--- config.mk ---
export PLATFORM = sky130hd
export DESIGN_NAME = wb_rr_arbiter
export DESIGN_NICKNAME = d
export VERILOG_FILES = /design/src/rtl/wb_axi_pkg.sv /design/src/rtl/rr_pick.sv /design/src/rtl/wb_rr_arbiter.sv
export SDC_FILE = /design/constraint.sdc
export NUM_CORES = 1
export LEC_CHECK = 0
export CORE_AREA = 2 2 172 174
export CTS_CLUSTER_SIZE = 20
export DETAILED_ROUTE_END_ITERATION = 7
export DIE_AREA = 0 0 174 176
export REMOVE_ABC_BUFFERS = 1
export SLEW_MARGIN = 40
export SYNTH_ARGS = -nofsm -noshare
export SYNTH_HDL_FRONTEND = slang
export SYNTH_SLANG_ARGS = --single-unit
--- constraint.sdc ---
create_clock -name wb_clk_i -period 4.4 [get_ports wb_clk_i]
set_input_delay 0.44 -clock wb_clk_i [delete_from_list [all_inputs] [get_ports wb_clk_i]]
set_output_delay 0.44 -clock wb_clk_i [all_outputs]
set_load 0.03 [all_outputs]
--- src/rtl/wb_axi_pkg.sv ---
// Shared definitions for the Wishbone-to-AXI4-Lite path: default bus geometry
// and the arbiter state encoding.
package wb_axi_pkg;

    localparam int NM_DEFAULT = 4;
    localparam int DW_DEFAULT = 32;
    localparam int AW_DEFAULT = 32;

    typedef logic state_t;

    localparam state_t ST_IDLE = 1'b0;
    localparam state_t ST_BUSY = 1'b1;

endpackage

--- src/rtl/rr_pick.sv ---
// Combinational round-robin picker: scans from (last+1) mod NM, wraps through
// all NM requesters and returns the first hit as a one-hot vector.
module rr_pick #(
    parameter int NM = 4,
    parameter int LW = 2
) (
    input  logic [NM-1:0] req,
    input  logic [LW-1:0] last,
    output logic [NM-1:0] gnt
);

    logic          found;
    logic [LW-1:0] idx;

    always_comb begin
        gnt   = '0;
        found = 1'b0;
        idx   = '0;
        for (int i = 1; i <= NM; i++) begin
            idx = LW'((int'(last) + i) % NM);
            if (!found && req[idx]) begin
                gnt[idx] = 1'b1;
                found    = 1'b1;
            end
        end
    end

endmodule

--- src/rtl/wb_rr_arbiter.sv ---
// Round-robin Wishbone arbiter: NM masters share one slave port, the grant is
// held for a whole cyc and always followed by one idle cycle.
module wb_rr_arbiter
    import wb_axi_pkg::*;
#(
    parameter int NM = NM_DEFAULT,
    parameter int DW = DW_DEFAULT,
    parameter int AW = AW_DEFAULT
) (
    input  logic               wb_clk_i,
    input  logic               wb_rst_n_i,
    input  logic [NM*AW-1:0]   m_adr_i,
    input  logic [NM*DW-1:0]   m_dat_i,
    input  logic [NM*DW/8-1:0] m_sel_i,
    input  logic [NM-1:0]      m_we_i,
    input  logic [NM-1:0]      m_cyc_i,
    input  logic [NM-1:0]      m_stb_i,
    output logic [DW-1:0]      m_dat_o,
    output logic [NM-1:0]      m_ack_o,
    output logic [NM-1:0]      m_err_o,
    output logic [NM-1:0]      m_rty_o,
    output logic [AW-1:0]      s_adr_o,
    output logic [DW-1:0]      s_dat_o,
    output logic [DW/8-1:0]    s_sel_o,
    output logic               s_we_o,
    output logic               s_cyc_o,
    output logic               s_stb_o,
    input  logic [DW-1:0]      s_dat_i,
    input  logic               s_ack_i,
    input  logic               s_err_i,
    input  logic               s_rty_i,
    output logic [NM-1:0]      gnt_o
);

    localparam int LW = (NM > 1) ? $clog2(NM) : 1;
    localparam int SW = DW / 8;

    state_t        state_q, state_d;
    logic [NM-1:0] gnt_q, gnt_d;
    logic [LW-1:0] last_q, last_d;
    logic [NM-1:0] pick;
    logic [LW-1:0] gnt_idx;
    logic          any_req;
    logic          owner_cyc;
    logic          busy;

    rr_pick #(
        .NM (NM),
        .LW (LW)
    ) u_rr_pick (
        .req  (m_cyc_i),
        .last (last_q),
        .gnt  (pick)
    );

    assign any_req   = |m_cyc_i;
    assign owner_cyc = |(gnt_q & m_cyc_i);
    assign busy      = (state_q == ST_BUSY);

    always_comb begin
        gnt_idx = '0;
        for (int k = 0; k < NM; k++) begin
            if (gnt_q[k]) begin
                gnt_idx = LW'(k);
            end
        end
    end

    // Reset leaves last at NM-1 so the first scan begins at master 0.
    always_ff @(posedge wb_clk_i or negedge wb_rst_n_i) begin
        if (!wb_rst_n_i) begin
            state_q <= ST_IDLE;
            gnt_q   <= '0;
            last_q  <= LW'(NM - 1);
        end else begin
            state_q <= state_d;
            gnt_q   <= gnt_d;
            last_q  <= last_d;
        end
    end

    always_comb begin
        state_d = state_q;
        gnt_d   = gnt_q;
        last_d  = last_q;
        case (state_q)
            ST_IDLE: begin
                if (any_req) begin
                    state_d = ST_BUSY;
                    gnt_d   = pick;
                end
            end
            ST_BUSY: begin
                if (!owner_cyc) begin
                    state_d = ST_IDLE;
                    gnt_d   = '0;
                    last_d  = gnt_idx;
                end
            end
            default: begin
                state_d = ST_IDLE;
                gnt_d   = '0;
            end
        endcase
    end

    always_comb begin
        s_adr_o = '0;
        s_dat_o = '0;
        s_sel_o = '0;
        s_we_o  = 1'b0;
        s_cyc_o = 1'b0;
        s_stb_o = 1'b0;
        if (busy) begin
            for (int k = 0; k < NM; k++) begin
                if (gnt_q[k]) begin
                    s_adr_o = m_adr_i[k*AW +: AW];
                    s_dat_o = m_dat_i[k*DW +: DW];
                    s_sel_o = m_sel_i[k*SW +: SW];
                    s_we_o  = m_we_i[k];
                    s_cyc_o = m_cyc_i[k];
                    s_stb_o = m_cyc_i[k] & m_stb_i[k];
                end
            end
        end
    end

    // Responses are qualified by the live grant, so anything arriving in IDLE is dropped.
    assign m_ack_o = (busy && s_ack_i) ? gnt_q : '0;
    assign m_err_o = (busy && s_err_i) ? gnt_q : '0;
    assign m_rty_o = (busy && s_rty_i) ? gnt_q : '0;
    assign m_dat_o = s_dat_i;
    assign gnt_o   = gnt_q;

endmodule

==> results by group, run 1 <==
Clock network
  – Hold Buf Count CTS: 0
  – Clk slew on worst S/H paths: roughly 0.040 ns
  – CTS Buf Count: 3
  – CTS tree: done
  – Worst skew pair latency: approximately 0.23 ns
  – Setup Fix Bufs, Post-CTS: 0
  – CTS Root Cell: clkbuf_16
  – H-tree levels: 1
  – Clk sinks: 7
  – PostCTS Resize Cnt: 0
  – Clock Path Buffers: 2

Die
  – Initial Util: 0.0963
  – # rows: 62
  – Die area: 30600 um^2
  – Ports: 440
  – Die Y-Extent: 176 um
  – Die width: 174 um
  – CORE AREA: 28500 um^2

Cells and area
  – Layout cell share with drive strength beyond 1: 0.0434
  – Finished Layout Cells: 1076
  – Most common cell after layout, fill and taps aside: clkdlybuf4s50_1
  – Layout net count: 1022
  – Antenna fix cells: 0
  – Multi-input gate area: 2110 um^2
  – Post-route cell area: 6720 um^2
  – Layout area overhead: 144%
  – Most frequent cells in the layout: clkdlybuf4s50_1, a21oi_1, a22oi_1
  – Register Area: 183 um^2
  – Fill count: between 3000 and 4000

Routing
  – TritonRoute pass-1 iters: 5
  – Via count: 4790
  – Via density: around 4.5
  – Final WL: 21100 um
  – Routed len/inst: 19.6 um
  – DRC viols: 0
  – Final ANT Viol Nets: 0
  – 1st-iter DRT viols: 289

Worst setup path
  – Worst setup EP type: primary output
  – Reg2reg path depth: 6
  – Req. time, crit path: 3.96 ns
  – WS Path Type: reg -> out
  – Startpoint types: flip-flop
  – Crit path max fanout: 44
  – Worst EP arrival: 2.83 ns

Timing
  – Tightest Pin Transition: 0.703 ns
  – Final period utilization: 0.743
  – Worst Clk Skew: ~0.00064 ns
  – Worst setup margin: 1.13 ns
  – Fin. max-slew vios: 0
  – Hold Violations, Final: 0
  – RSZ-0062 raised after global routing: no
  – Fin Hold WS: 0.480 ns
  – Fmax: 306 MHz
  – # setup viols final: 0
  – Worst slew margin: 0.532
  – Final min period: 3.27 ns

Global route
  – Largest net degree at the start of global routing: 71
  – First-pass GRT wire length: approximately 30000 um
  – GRT Residual Overflow: 0
  – Initial antenna violation count: 0
  – Number of global-route vias before repair: around 4800
  – Total track usage: 0.125

Placement
  – Post-Place Cells: 1072
  – Hpwl dp: approximately 16000 um
  – Dpl ws: 1.28 ns
  – Routability congestion estimate: about 0.85
  – Post-Place Cell Area: roughly 6600 um^2
  – Port bufs: 375

Yosys
  – FF+latch count, synth: 7
  – Synth area leaders: o221ai_1, a22oi_1, a21oi_1
  – Ys async rst share: 1.00
  – Post-synthesis sequential area ratio: 0.0646
  – Mapped Cells: 390
  – Synth Cell Area: between 2000 and 3000 um^2
  – Area leader, netlist: o221ai_1
  – Top FF cell, synth: dfrtp_1
  – Yosys cell types: 34
  – Post-synth top area share: 0.217
  – Post-synth EDFFs: 0
  – Syn Area/Cell: 7.05 um^2
  – Yosys warns: 0

Power
  – Leakage: 2.20 nW
  – Maximum VDD drop: around 170 uV
  – Power per standard cell area: a little over 500 nW/um^2

Run status
  – Outcome: completed

Min path
  – Worst hold path type: in -> async

Run
  – Max-capacitance violation count: 0
==> power breakdown <==
group	internal, mW	leakage [nW]	switching, mW
clock	0.121	0.0382	0.0338
combinational	1.32	2.07	1.77
sequential	0.0952	0.0827	0.153
total	1.53	2.20	1.95
==> worst max-delay path, cell delays in order (launching register included) <==
cell and delay, ns:
dfrtp_4 0.70, nor2b_4 0.37, buf_4 0.42, a22oi_1 0.12, a21oi_1 0.21, clkdlybuf4s50_1 0.74
==> final timing paths <==
| path | from | to | slack (ns) |
|---|---|---|---|
| max | gnt_o[1] | s_dat_o[8] | 1.13 |
| min | wb_rst_n_i | gnt_o[0] | 0.48 |
| max reg2reg | last_q[0] | gnt_o[1] | 2.17 |
| min reg2reg | last_q[1] | last_q[1] | 0.58 |
| max in group asynchronous | wb_rst_n_i | last_q[1] | 3.63 |
| min in group wb_clk_i | last_q[1] | last_q[1] | 0.58 |
==> cell usage after synthesis (2+ instances only) <==
library cell,count
a21oi_1,73
a22oi_1,72
and2b_2,2
and3_1,12
buf_1,3
buf_2,8
buf_4,32
clkbuf_1,41
dfrtp_1,5
dfstp_2,2
ha_1,8
inv_1,5
mux4_2,2
nand2_1,9
nand3_1,12
nand4_1,6
nor2_1,3
nor3_1,2
o2111ai_1,3
o211ai_1,4
o21ai_0,5
o221ai_1,68
or3b_2,2
==> per-layer routing <==
metal  vias to the layer above  routed length (um)  track usage
li1                       2191                   -            -
met1                      2269                9010        0.162
met2                       312                9880        0.207
met3                        18                1930       0.0353
met4                         0                 286       0.0252
met5                         -                   0      0.00801
==> stage by stage <==
stage	util	TNS (ns)	total power, mW
after global placement	0.232	0	3.34
after floorplan	-	-34.85	1.90
after detailed placement	0.233	0	3.34
after CTS	0.235	0	3.51
final	0.235	0	3.49
after global routing	0.235	0	3.70
==> cell type report <==
class                      instances  share of cell area
timing repair buffer             384               0.573
multi-input combinational        291               0.313
tap                              384              0.0715
sequential                         7              0.0272
clock buffer                       4              0.0117
inverter                           6             0.00335
==> cell families after synthesis <==
kind of cell,share of synthesized area
AO/OA/AOI/OAI,0.585
adder cells (fa/ha/maj),0.0364
buffers and inverters,0.176
flip-flops,0.0646
multiplexers,0.0259
AND/OR/NAND/NOR,0.112
==> sequential cells by signal (all words and copies together) (netlist names) <==
name and cells:
gnt_o 4, last_q 2, busy 1
Note: power is estimated with default switching activity, not from simulation.
==> run 2: changes to the inputs <==
clock period = 2.8 ns   (was 4.4 ns; I/O delays follow)
==> results by group, run 2 (same netlist as run 1, synthesis figures left out) <==
Run status
  – Outcome: completed

Routing
  – Via density: 4.51 (+1.2%)
  – Final ANT Viol Nets: 0 (unchanged)
  – TritonRoute pass-1 iters: 4 (-1)
  – Routed len/inst: 19.8 um (+1.2%)
  – Final WL: 21500 um (+1.6%)
  – DRC viols: 0 (unchanged)
  – Via count: 4870 (+1.7%)
  – 1st-iter DRT viols: 300 (+3.8%)

Worst setup path
  – Crit path max fanout: 35 (-20%)
  – Delay of the slowest critical-path stage: 0.70 ns (-0.04 ns)
  – CP cell instances: inv_2, buf_4, o221ai_1, a21oi_1, clkdlybuf4s50_1
  – Worst setup EP type: primary output
  – Worst reg2reg startpoint: last_q[0]
  – R2R setup slack: 0.53 ns (-1.64 ns)
  – Req. time, crit path: 2.52 ns (-1.44 ns)
  – Reg2reg path depth: 6 (unchanged)
  – Top delay family on crit path: buffers and inverters
  – Worst path bufs/invs: 3 (+1)
  – CP max-delay cell: clkdlybuf4s50_1
  – Worst EP arrival: 2.22 ns (-0.61 ns)
  – Reg2reg end: gnt_o[1]
  – WS Path Type: reg -> out
  – Startpoint types: flip-flop

Global route
  – GRT Residual Overflow: 0 (unchanged)
  – Number of global-route vias before repair: 4794 (-0.62%)
  – First-pass GRT wire length: 30400 um (+0.62%)
  – Initial antenna violation count: 0 (unchanged)
  – Largest net degree at the start of global routing: 81 (+14%)
  – Total track usage: 0.127 (+0.00190)

Cells and area
  – Layout area overhead: 147%
  – Finished Layout Cells: 1081 (+0.46%)
  – Final Core Density: 0.238 (+0.00285)
  – Most common cell after layout, fill and taps aside: clkdlybuf4s50_1
  – Layout cell share with drive strength beyond 1: 0.0717 (+0.0284)
  – Layout net count: 1027 (+0.49%)
  – Max reg flops: 4 (unchanged)
  – Most frequent cells in the layout: clkdlybuf4s50_1, a21oi_1, a22oi_1
  – Antenna fix cells: 0 (unchanged)

Die
  – Ports: 440 (unchanged)
  – Die Y-Extent: 176 um (unchanged)
  – CORE AREA: 28500 um^2 (unchanged)
  – Die area: 30600 um^2 (unchanged)
  – Initial Util: 0.0963 (unchanged)
  – # rows: 62 (unchanged)
  – Die width: 174 um (unchanged)

Clock network
  – Worst skew pair latency: 0.23 ns (about the same)
  – CTS Root Cell: clkbuf_16
  – H-tree levels: 1 (unchanged)
  – Clock Path Buffers: 2 (unchanged)
  – Clk slew on worst S/H paths: 0.04 ns (about the same)
  – Setup Fix Bufs, Post-CTS: 0 (unchanged)
  – PostCTS Resize Cnt: 0 (unchanged)
  – Hold Buf Count CTS: 0 (unchanged)
  – Clk sinks: 7 (unchanged)
  – CTS Buf Count: 3 (unchanged)
  – CTS tree: done

Power
  – Maximum VDD drop: 355 uV (+110%)
  – Leakage: 2.27 nW (+3.6%)
  – Design Power: 5.59 mW (+60%)
  – Power per standard cell area: 822 nW/um^2 (+58%)

Min path
  – Worst hold path type: in -> async

Timing
  – Hold Violations, Final: 0 (unchanged)
  – Final period utilization: 0.891
  – Tightest Pin Transition: 0.521 ns (-0.182 ns)
  – Fin. max-slew vios: 0 (unchanged)
  – Worst Clk Skew: 0.00163 ns (+0.000984 ns)
  – # setup viols final: 0 (unchanged)
  – Fmax: between 400 and 500 MHz
  – Final min period: 2.50 ns
  – RSZ-0062 raised after global routing: no
  – Worst slew margin: 0.650 (+0.118)

Placement
  – Routability congestion estimate: 0.807 (-5.2%)
  – Hpwl dp: 16600 um (+1.9%)
  – Port bufs: 375 (unchanged)
  – Post-Place Cells: 1077 (+0.47%)

Run
  – Max-capacitance violation count: 0 (unchanged)
-- run 2: cell type report --
cell class / count / area, um^2
timing repair buffer: 389 / 3930
fill: 3159 / 21700
inverter: 6 / 22.5
sequential: 7 / 180
clock buffer: 4 / 78.8
multi-input combinational: 291 / 2110
tap: 384 / 480
-- run 2: per-stage QoR --
stage / setup WS (ns) / hold WS, ns / TNS, ns / instance area, um^2
finish: 0.305 / 0.318 / 0 / 6800
floorplan: -1.95 / -0.0156 / -135.23 / 2290
global route: 0.174 / 0.347 / 0 / 6800
CTS: 0.291 / 0.331 / 0 / 6800
detailed placement: 0.536 / 0.561 / 0 / 6720
global placement: 0.542 / 0.560 / 0 / 6720
-- run 2: where the power goes --
group / total [mW] / internal [mW] / switching (mW)
sequential: 0.214 / 0.151 / 0.0634
combinational: 5.14 / 2.15 / 2.99
clock: 0.240 / 0.189 / 0.0508
-- run 2: layer usage --
| layer | up-vias | global-route usage | part of all wire |
|---|---|---|---|
| met4 | 0 | 0.0242 | 0.012 |
| met3 | 10 | 0.0401 | 0.10 |
| met2 | 315 | 0.217 | 0.49 |
| li1 | 2202 | - | - |
| met1 | 2343 | 0.157 | 0.40 |
| met5 | - | 0.00801 | 0 |
-- run 2: how the worst max path moves through the flow --
| stage | from | cells after the start | to | slack, ns |
|---|---|---|---|---|
| 2_1_floorplan | gnt_o[1] | 3 | s_adr_o[0] | -1.95 |
| 3_3_place_gp | gnt_o[3] | 5 | s_adr_o[30] | 0.54 |
| 3_5_place_dp | last_q[0] | 6 | gnt_o[3] | 0.54 |
| 4_1_cts | gnt_o[3] | 5 | s_adr_o[20] | 0.29 |
| 5_1_grt | gnt_o[3] | 5 | s_adr_o[11] | 0.17 |
| 6_report | gnt_o[3] | 5 | s_adr_o[13] | 0.30 |
-- run 2: worst reg2reg max path, cell delays in order (launching register included) --
cell	delay, ns
dfstp_2	0.66
inv_1	0.16
ha_1	0.35
mux4_2	0.41
nor4_4	0.32
nand4_1	0.15
o2111ai_1	0.13
